<file path="src/rtl/irig_frame_decoder.sv">
// IRIG-B DC level-shift symbol classifier and frame locker.
// Optional input glitch filter is enabled with `define IRIG_GLITCH_FILT_EN.
module irig_frame_decoder #(
    parameter int unsigned CNT_W      = 16,
    parameter int unsigned T_MIN      = 10,
    parameter int unsigned T0_MAX     = 35,
    parameter int unsigned T1_MAX     = 65,
    parameter int unsigned TM_MAX     = 95,
    parameter int unsigned T_TIMEOUT  = 120,
    parameter int unsigned GLITCH_LEN = 3
) (
    input  logic       clk,
    input  logic       rst_n,
    input  logic       irig_in,
    output logic       sym_valid,
    output logic [1:0] sym_type,
    output logic       frame_start,
    output logic [6:0] bit_pos,
    output logic       locked,
    output logic       sym_err
);

`ifdef IRIG_GLITCH_FILT_EN
    localparam int unsigned FILT_STAGES = GLITCH_LEN;
`else
    localparam int unsigned FILT_STAGES = 0;
`endif

    localparam logic [1:0] SYM_ZERO = 2'b00;
    localparam logic [1:0] SYM_ONE  = 2'b01;
    localparam logic [1:0] SYM_MARK = 2'b10;

    typedef enum logic [1:0] {HUNT, GOT1, LOCKED} state_t;

    state_t           state, state_n;
    logic             sync1, sync2, lvl, lvl_d;
    logic             fall_r, stuck_hi;
    logic [CNT_W-1:0] run_cnt, width_r;
    logic             tmo, sym_ok, w_err, is_mark, mark_exp;
    logic [1:0]       cls;
    logic [6:0]       nxt_pos, pos_n;
    logic [1:0]       type_n;
    logic             sv_n, fs_n, err_n;

    always_ff @(posedge clk or negedge rst_n) begin
        if (!rst_n) begin
            sync1 <= 1'b0;
            sync2 <= 1'b0;
        end else begin
            sync1 <= irig_in;
            sync2 <= sync1;
        end
    end

    generate
        if (FILT_STAGES > 0) begin : g_filt
            logic             filt;
            logic [CNT_W-1:0] fcnt;
            always_ff @(posedge clk or negedge rst_n) begin
                if (!rst_n) begin
                    filt <= 1'b0;
                    fcnt <= '0;
                end else if (sync2 == filt) begin
                    fcnt <= '0;
                end else if (fcnt >= CNT_W'(FILT_STAGES - 1)) begin
                    filt <= sync2;
                    fcnt <= '0;
                end else begin
                    fcnt <= fcnt + 1'b1;
                end
            end
            assign lvl = filt;
        end else begin : g_nofilt
            assign lvl = sync2;
        end
    endgenerate

    // run_cnt counts cycles at the current level; on a fall it holds the high width.
    always_ff @(posedge clk or negedge rst_n) begin
        if (!rst_n) begin
            lvl_d    <= 1'b0;
            fall_r   <= 1'b0;
            run_cnt  <= '0;
            width_r  <= '0;
            stuck_hi <= 1'b0;
        end else begin
            lvl_d  <= lvl;
            fall_r <= lvl_d & ~lvl;
            if (lvl != lvl_d)
                run_cnt <= CNT_W'(1);
            else if (run_cnt != '1)
                run_cnt <= run_cnt + 1'b1;
            if (lvl_d & ~lvl)
                width_r <= run_cnt;
            if (fall_r)
                stuck_hi <= 1'b0;
            else if (tmo && lvl)
                stuck_hi <= 1'b1;
        end
    end

    // Fires once per episode: the saturating counter passes this value only once.
    assign tmo    = (lvl == lvl_d) && (run_cnt == CNT_W'(T_TIMEOUT - 1));
    assign sym_ok = fall_r && !stuck_hi;
    assign w_err  = (width_r < CNT_W'(T_MIN)) || (width_r > CNT_W'(TM_MAX));

    always_comb begin
        cls = SYM_MARK;
        if (width_r <= CNT_W'(T0_MAX))
            cls = SYM_ZERO;
        else if (width_r <= CNT_W'(T1_MAX))
            cls = SYM_ONE;
    end

    assign is_mark  = (cls == SYM_MARK);
    assign nxt_pos  = (bit_pos == 7'd99) ? '0 : bit_pos + 7'd1;
    assign mark_exp = (nxt_pos == 7'd0) || ((nxt_pos % 7'd10) == 7'd9);

    always_comb begin
        state_n = state;
        pos_n   = bit_pos;
        type_n  = sym_type;
        sv_n    = 1'b0;
        fs_n    = 1'b0;
        err_n   = 1'b0;
        if (tmo || (sym_ok && w_err)) begin
            err_n   = 1'b1;
            state_n = HUNT;
        end else if (sym_ok) begin
            case (state)
                HUNT: begin
                    sv_n   = 1'b1;
                    type_n = cls;
                    if (is_mark)
                        state_n = GOT1;
                end
                GOT1: begin
                    sv_n   = 1'b1;
                    type_n = cls;
                    if (is_mark) begin
                        state_n = LOCKED;
                        pos_n   = '0;
                        fs_n    = 1'b1;
                    end else begin
                        state_n = HUNT;
                    end
                end
                LOCKED: begin
                    if (is_mark != mark_exp) begin
                        err_n   = 1'b1;
                        state_n = HUNT;
                        pos_n   = '0;
                    end else begin
                        sv_n   = 1'b1;
                        type_n = cls;
                        pos_n  = nxt_pos;
                        fs_n   = (nxt_pos == 7'd0);
                    end
                end
                default: state_n = HUNT;
            endcase
        end
    end

    always_ff @(posedge clk or negedge rst_n) begin
        if (!rst_n) begin
            state       <= HUNT;
            bit_pos     <= '0;
            sym_type    <= SYM_ZERO;
            sym_valid   <= 1'b0;
            frame_start <= 1'b0;
            sym_err     <= 1'b0;
        end else begin
            state       <= state_n;
            bit_pos     <= pos_n;
            sym_type    <= type_n;
            sym_valid   <= sv_n;
            frame_start <= fs_n;
            sym_err     <= err_n;
        end
    end

    assign locked = (state == LOCKED);

endmodule
</file>
<file path="config.mk">
export PLATFORM = sky130hd
export DESIGN_NAME = irig_frame_decoder
export DESIGN_NICKNAME = d
export VERILOG_FILES = /design/src/rtl/irig_frame_decoder.sv
export SDC_FILE = /design/constraint.sdc
export NUM_CORES = 1
export LEC_CHECK = 0
export ABC_AREA = 1
export BUFFER_PORTS_ARGS = -buffer_cell sky130_fd_sc_hd__buf_2
export CORE_ASPECT_RATIO = 1.2
export CORE_MARGIN = 10
export CORE_UTILIZATION = 40
export DETAILED_ROUTE_END_ITERATION = 10
export GPL_TIMING_DRIVEN = 0
export PLACE_DENSITY_LB_ADDON = 0.15
export SLEW_MARGIN = 40
export SYNTH_ARGS = -nofsm -noshare
export SYNTH_HDL_FRONTEND = slang
export SYNTH_SLANG_ARGS = --single-unit
</file>
<file path="constraint.sdc">
create_clock -name clk -period 4.4 [get_ports clk]
set_input_delay 0.22 -clock clk [delete_from_list [all_inputs] [get_ports clk]]
set_output_delay 0.22 -clock clk [all_outputs]
set_load 0.01 [all_outputs]
</file>
; Word-level counts from Yosys, hierarchy flattened
; Index checks and enable logic that the tools add are counted.
[op_classes]
addsub = 2
n_mul = 0
div = 1
n_lt_le_gt_ge = 4
n_eq_ne = 14
shifts = 0
n_mux = 31
bitwise = 3
n_reduce_logical = 19
[ops]
columns = cell, count
row1 = $mux 16, 2
row2 = $mux 7, 3
row3 = $add 16x1->16 const B, 1
row4 = $eq 16x7->1 const B, 1
row5 = $gt 16x7->1 const B, 1
row6 = $le 16x6->1 const B, 1
row7 = $le 16x7->1 const B, 1
row8 = $lt 16x4->1 const B, 1
row9 = $mux 2, 8
row10 = $ne 16x16->1 const B, 1
row11 = $pmux 7 s2, 1
row12 = $mux 1, 13
row13 = $reduce_bool 2->1, 5
row14 = $reduce_and 4->1, 2
row15 = $add 7x1->7 const B, 1
row16 = $eq 7x4->1 const B, 1
row17 = $eq 7x7->1 const B, 1
row18 = $logic_not 7->1, 1
row19 = $mod 7x4->7 const B, 1
row20 = $pmux 2 s3, 1
row21 = $eq 2x2->1 const B, 2
row22 = $logic_and 1x1->1, 4
row23 = $ne 2x2->1 const B, 2
row24 = $pmux 1 s2, 2
row25 = 13 further kinds, 17
[word_totals]
register_bits = 51
latchBits = 0
ram_bits = 0
rom_bits = 0
inputBits = 3
out_inout_bits = 13
wordCells = 87
mem_count = 0

; Logic depth before layout (Yosys ltp)
[logic_depth]
ltp_word = 10
mapped_depth = 33
ltp_nobuf = 33

; Least setup slack after synthesis
; OpenSTA, ideal clock, no wires.
[synth_path]
path_type = register -> register
from = register bit_pos[0]
to = register sym_type[1]
setup_ns = 0.113
t_arrival_ns = 2.994
required_time_ns = 4.287
setup_slack_ns = 1.293
path_stages_with_launch = 33
n_path_buf = 0
period_less_slack_ns = 3.107
cell_sequence = dfrtp_1 -> ha_1 -> inv_1 -> nor2_1 -> nand3_2 -> nand3_2 -> inv_2 -> nand2_2 -> nand2_2 -> nand2_2 -> nand2_2 -> nand2_1 -> nand2_1 -> nand2_1 -> clkinv_1 -> nand2_1 -> nand2_1 -> nand2_1 -> nand2_1 -> inv_1 -> ha_1 -> inv_1 -> o21ai_0 -> and3_1 -> o21ai_1 -> inv_1 -> nand2_2 -> nand2_2 -> nand2_2 -> nand3_2 -> nand3_1 -> nand2_1 -> inv_1
[synth_via]
elab_chain_len = 8
elab_cells_between_ends = 10
classes_between = add/sub: 1 / div: 1 / eq/ne: 4 / mux: 1 / reduce/logical: 3
[synth_rtl]
columns = element, line
row1 = start: declaration, 18  ; output logic [6:0] bit_pos,
row2 = start signal: assignment, 175  ; bit_pos <= pos_n;
row3 = $add 7x1->7 / $eq 7x7->1 (equally long branches), 116  ; assign nxt_pos = (bit_pos == 7'd99) ? '0 : bit_pos + 7'd1;
row4 = $mux 7 *, 116
row5 = $mod 7x4->7, 117  ; assign mark_exp = (nxt_pos == 7'd0) || ((nxt_pos % 7'd10) == 7'd9);
row6 = $eq 7x4->1, 117
row7 = $logic_or 1x1->1 *, 117
row8 = $ne 1x1->1 *, 149  ; if (is_mark != mark_exp) begin
row9 = $ne 2x2->1 (no line) *, --
row10 = $reduce_and 4->1 (no line) *, --
row11 = end signal: assignment, 176  ; sym_type <= type_n;
row12 = end: declaration, 16  ; output logic [1:0] sym_type,
; Mark *: on every way between the ends. The rest lies on a longest branch, timed or not.
; A chain may end at the register's enable or synchronous reset.

; Final worst setup path
; Same ends and word-level chain as after synthesis.

==> results.md <==
* Overflow left after global routing at 0
* Starting DRT DRC Count at 91
* Max Freq at 283 MHz
* Die Wd at 98 um
* Status: finished clean
* Critical path fanouts, max at 8
* First-pass GRT wire length at 10,700 um
* Die Ht at 114 um
* Cell Count Post-Placement at 480
* Antenna viol nets, final at 0
* Final setup fails at 0
* Final Hold Fails at 0
* Number of global-route vias before repair at 2,407
* Residual DRC count at 0
* Post-CTS sizing at 0
* Initial Utilization at 40.6%
* Gr usage total at 11.2%
* Crit Path Class: register to register
* Final nets at 413
* CTS H-tree lvls at 2
* Post-CTS Setup Bufs at 0
* Final-report max-slew violation count at 0
* Syn avg cell area at 7.79 um^2
* CTS tree: done
* Layout Skew at 5.45 ps
* Row count at 34
* Slowest stage delay, CP at 510 ps
* Top cells by count, synth: 70 x nand2_1, 56 x inv_1, 51 x dfrtp_1
* Period minus WS final at 3540 ps
* Pre-CTS setup slack at 856 ps
* Die ar. at 11,100 um^2
* # diodes at 0
* Number of antenna violations at the first check in global routing at 0
* Critical Path AT at 3740 ps
* Syn_nets at 390
* Total number of vias at 2,472
* Main synth FF type: dfrtp_1
* Largest area contributor in the netlist: dfrtp_1
* Power density cells at 315 nW/um^2
* Worst VDD drop at 183 uV
* DP Wirelength at 4790 um
* Clock sink total at 51
* Register area share after synthesis at 43.7%
* Layout cells sized above 1 at 12.8%
* Yosys top cell area share at 43.7%
* Most common cell in the netlist: nand2_1
* Detailed-route wire length per cell at 12.8 um
* Layout area overhead at 10.7%
* Slowest-stage cell, CP: dfrtp_1
* Reg clk slew, reported paths at 100 ps
* DR vias/cell at 5.06
* Final Instance Area at 3230 um^2
* Mapped Cells at 375
* Synth Register Bits at 51
* Leak Pwr at 1.53 nW
* Routability cong. at 0.851
* Largest cells by area after synthesis: dfrtp_1 44%, nand2_1 9.0%, inv_1 7.2%
* Slew HR at 56.5%
* Unrepaired setup endpoints after global routing: false
* Post-Layout Cell Count at 489
* Placed instance area at 3110 um^2
* Mapped Area at 2920 um^2
* Clock buffer count from CTS at 5
* Crit path launch type: register
* Max-cap viol count at 0
* EDFF count, synth at 0
* Largest net degree at the start of global routing at 52
* Unique masters post-synth at 33
* Skew-Pair Late Insertion Delay at 300 ps
* Core area at 7190 um^2
* Root buf cell: clkbuf_8
* Cell mode on critical path: nand2_1
* Setup TNS Final at 0 ps
* CP endpoint kind: register
* Final Cycle Share at 80.4%
* Hold crit path type: primary input to register
* DR pass1 iterations at 4
* Total wire length at 6250 um
* Ys async rst share at 100%
* CTS Buffer Depth at 2
* Worst Max-Slew Pin Slew at 653 ps
* Ys Warns at 0
* Worst EP required at 4600 ps
* Number of port buffers at 15
* I/O Pins at 16
* Final core occ at 45.0%
* Setup ws final at 864 ps
## layer usage
metal	wire length [um]	vias to the layer above	track usage (%)
li1	-	1274	-
met1	2780	1158	12.5
met2	3220	30	20.5
met3	152	10	2.12
met4	91	0	3.79
met5	0	-	0
## cell families after synthesis
logic type	synth area share (%)
AO/OA/AOI/OAI	13.9
adder cells (fa/ha/maj)	5.14
buffers and inverters	8.35
flip-flops	43.7
AND/OR/NAND/NOR	28.9
## flip-flops by register name, summed over array words and instances, names as in the netlist
signal       cells
fall_r           1
run_cnt         16
lvl              1
stuck_hi         1
frame_start      1
bit_pos          7
sync1            1
sym_valid        1
lvl_d            1
sym_type         2
state            2
sym_err          1
width_r         16
## final timing paths
kind,startpoint,to,slack (ps),depth (start not counted)
min in group asynchronous,rst_n,sym_valid$_DFF_PN0_,480,2
max in group asynchronous,rst_n,run_cnt[0]$_DFFE_PN0P_,3480,2
min,irig_in,sync1$_DFF_PN0_,10,1
min reg2reg,sync1$_DFF_PN0_,lvl$_DFF_PN0_,360,0
max,bit_pos[0]$_DFFE_PN0P_,sym_type[1]$_DFFE_PN0P_,860,30
max reg2reg,bit_pos[0]$_DFFE_PN0P_,sym_type[1]$_DFFE_PN0P_,860,30
## through the flow
stage | hold slack, ps | power [mW]
final | 13.2 | 1.02
after global routing | 3.43 | 1.07
after CTS | 5.28 | 1.03
after detailed placement | 296 | 0.697
after global placement | 328 | 0.694
after floorplan | -75.6 | 0.648
## layout by cell type (no fill, tap or decap), drive strengths merged
| master | count |
|---|---|
| nand2 | 83 |
| inv | 58 |
| dfrtp | 51 |
| nor2 | 43 |
| o21ai | 29 |
| nand3 | 27 |
| a21oi | 24 |
| buf | 15 |
| ha | 12 |
| nand4 | 11 |
| clkbuf | 11 |
| nor3 | 7 |
| nor4 | 6 |
| o22ai | 5 |
| clkinv | 3 |
| o211a | 2 |
| a31oi | 2 |
| o21bai | 1 |
| or2 | 1 |
| and3 | 1 |
| o31ai | 1 |
| a21boi | 1 |
| a211oi | 1 |
| a32oi | 1 |
| o21a | 1 |
| bufinv | 1 |
| dlygate4sd3 | 1 |
## critical path: cells and delay by family (launching register included)
family | cells | cell delay (ps)
adder cells (fa/ha/maj) | 2 | 470
AND/OR/NAND/NOR | 18 | 1610
AO/OA/AOI/OAI | 3 | 390
buffers and inverters | 7 | 440
flip-flops | 1 | 510
## cell type report
type                       instances  area [um^2]
tap                               90          113
buffer                             6         22.5
fill                             735         3960
clock inverter                     3         43.8
multi-input combinational        259         1400
sequential                        51         1280
inverter                          59          221
timing repair buffer              16         87.6
clock buffer                       5         68.8
## power by group
part | leakage [nW] | internal [mW] | total, mW | switching [mW]
Clock | 0.0581 | 0.170 | 0.331 | 0.161
Combinational | 0.792 | 0.0518 | 0.142 | 0.0905
Sequential | 0.676 | 0.510 | 0.545 | 0.0352
Total | 1.53 | 0.732 | 1.02 | 0.287
## repair_timing
item / 4_1_cts / 5_1_grt
hold endpoints to repair: 51 / 0
endpoints found under the setup margin: 0 / 0
hold buffers: 1 / 0
(Power assumes the default switching activity.)
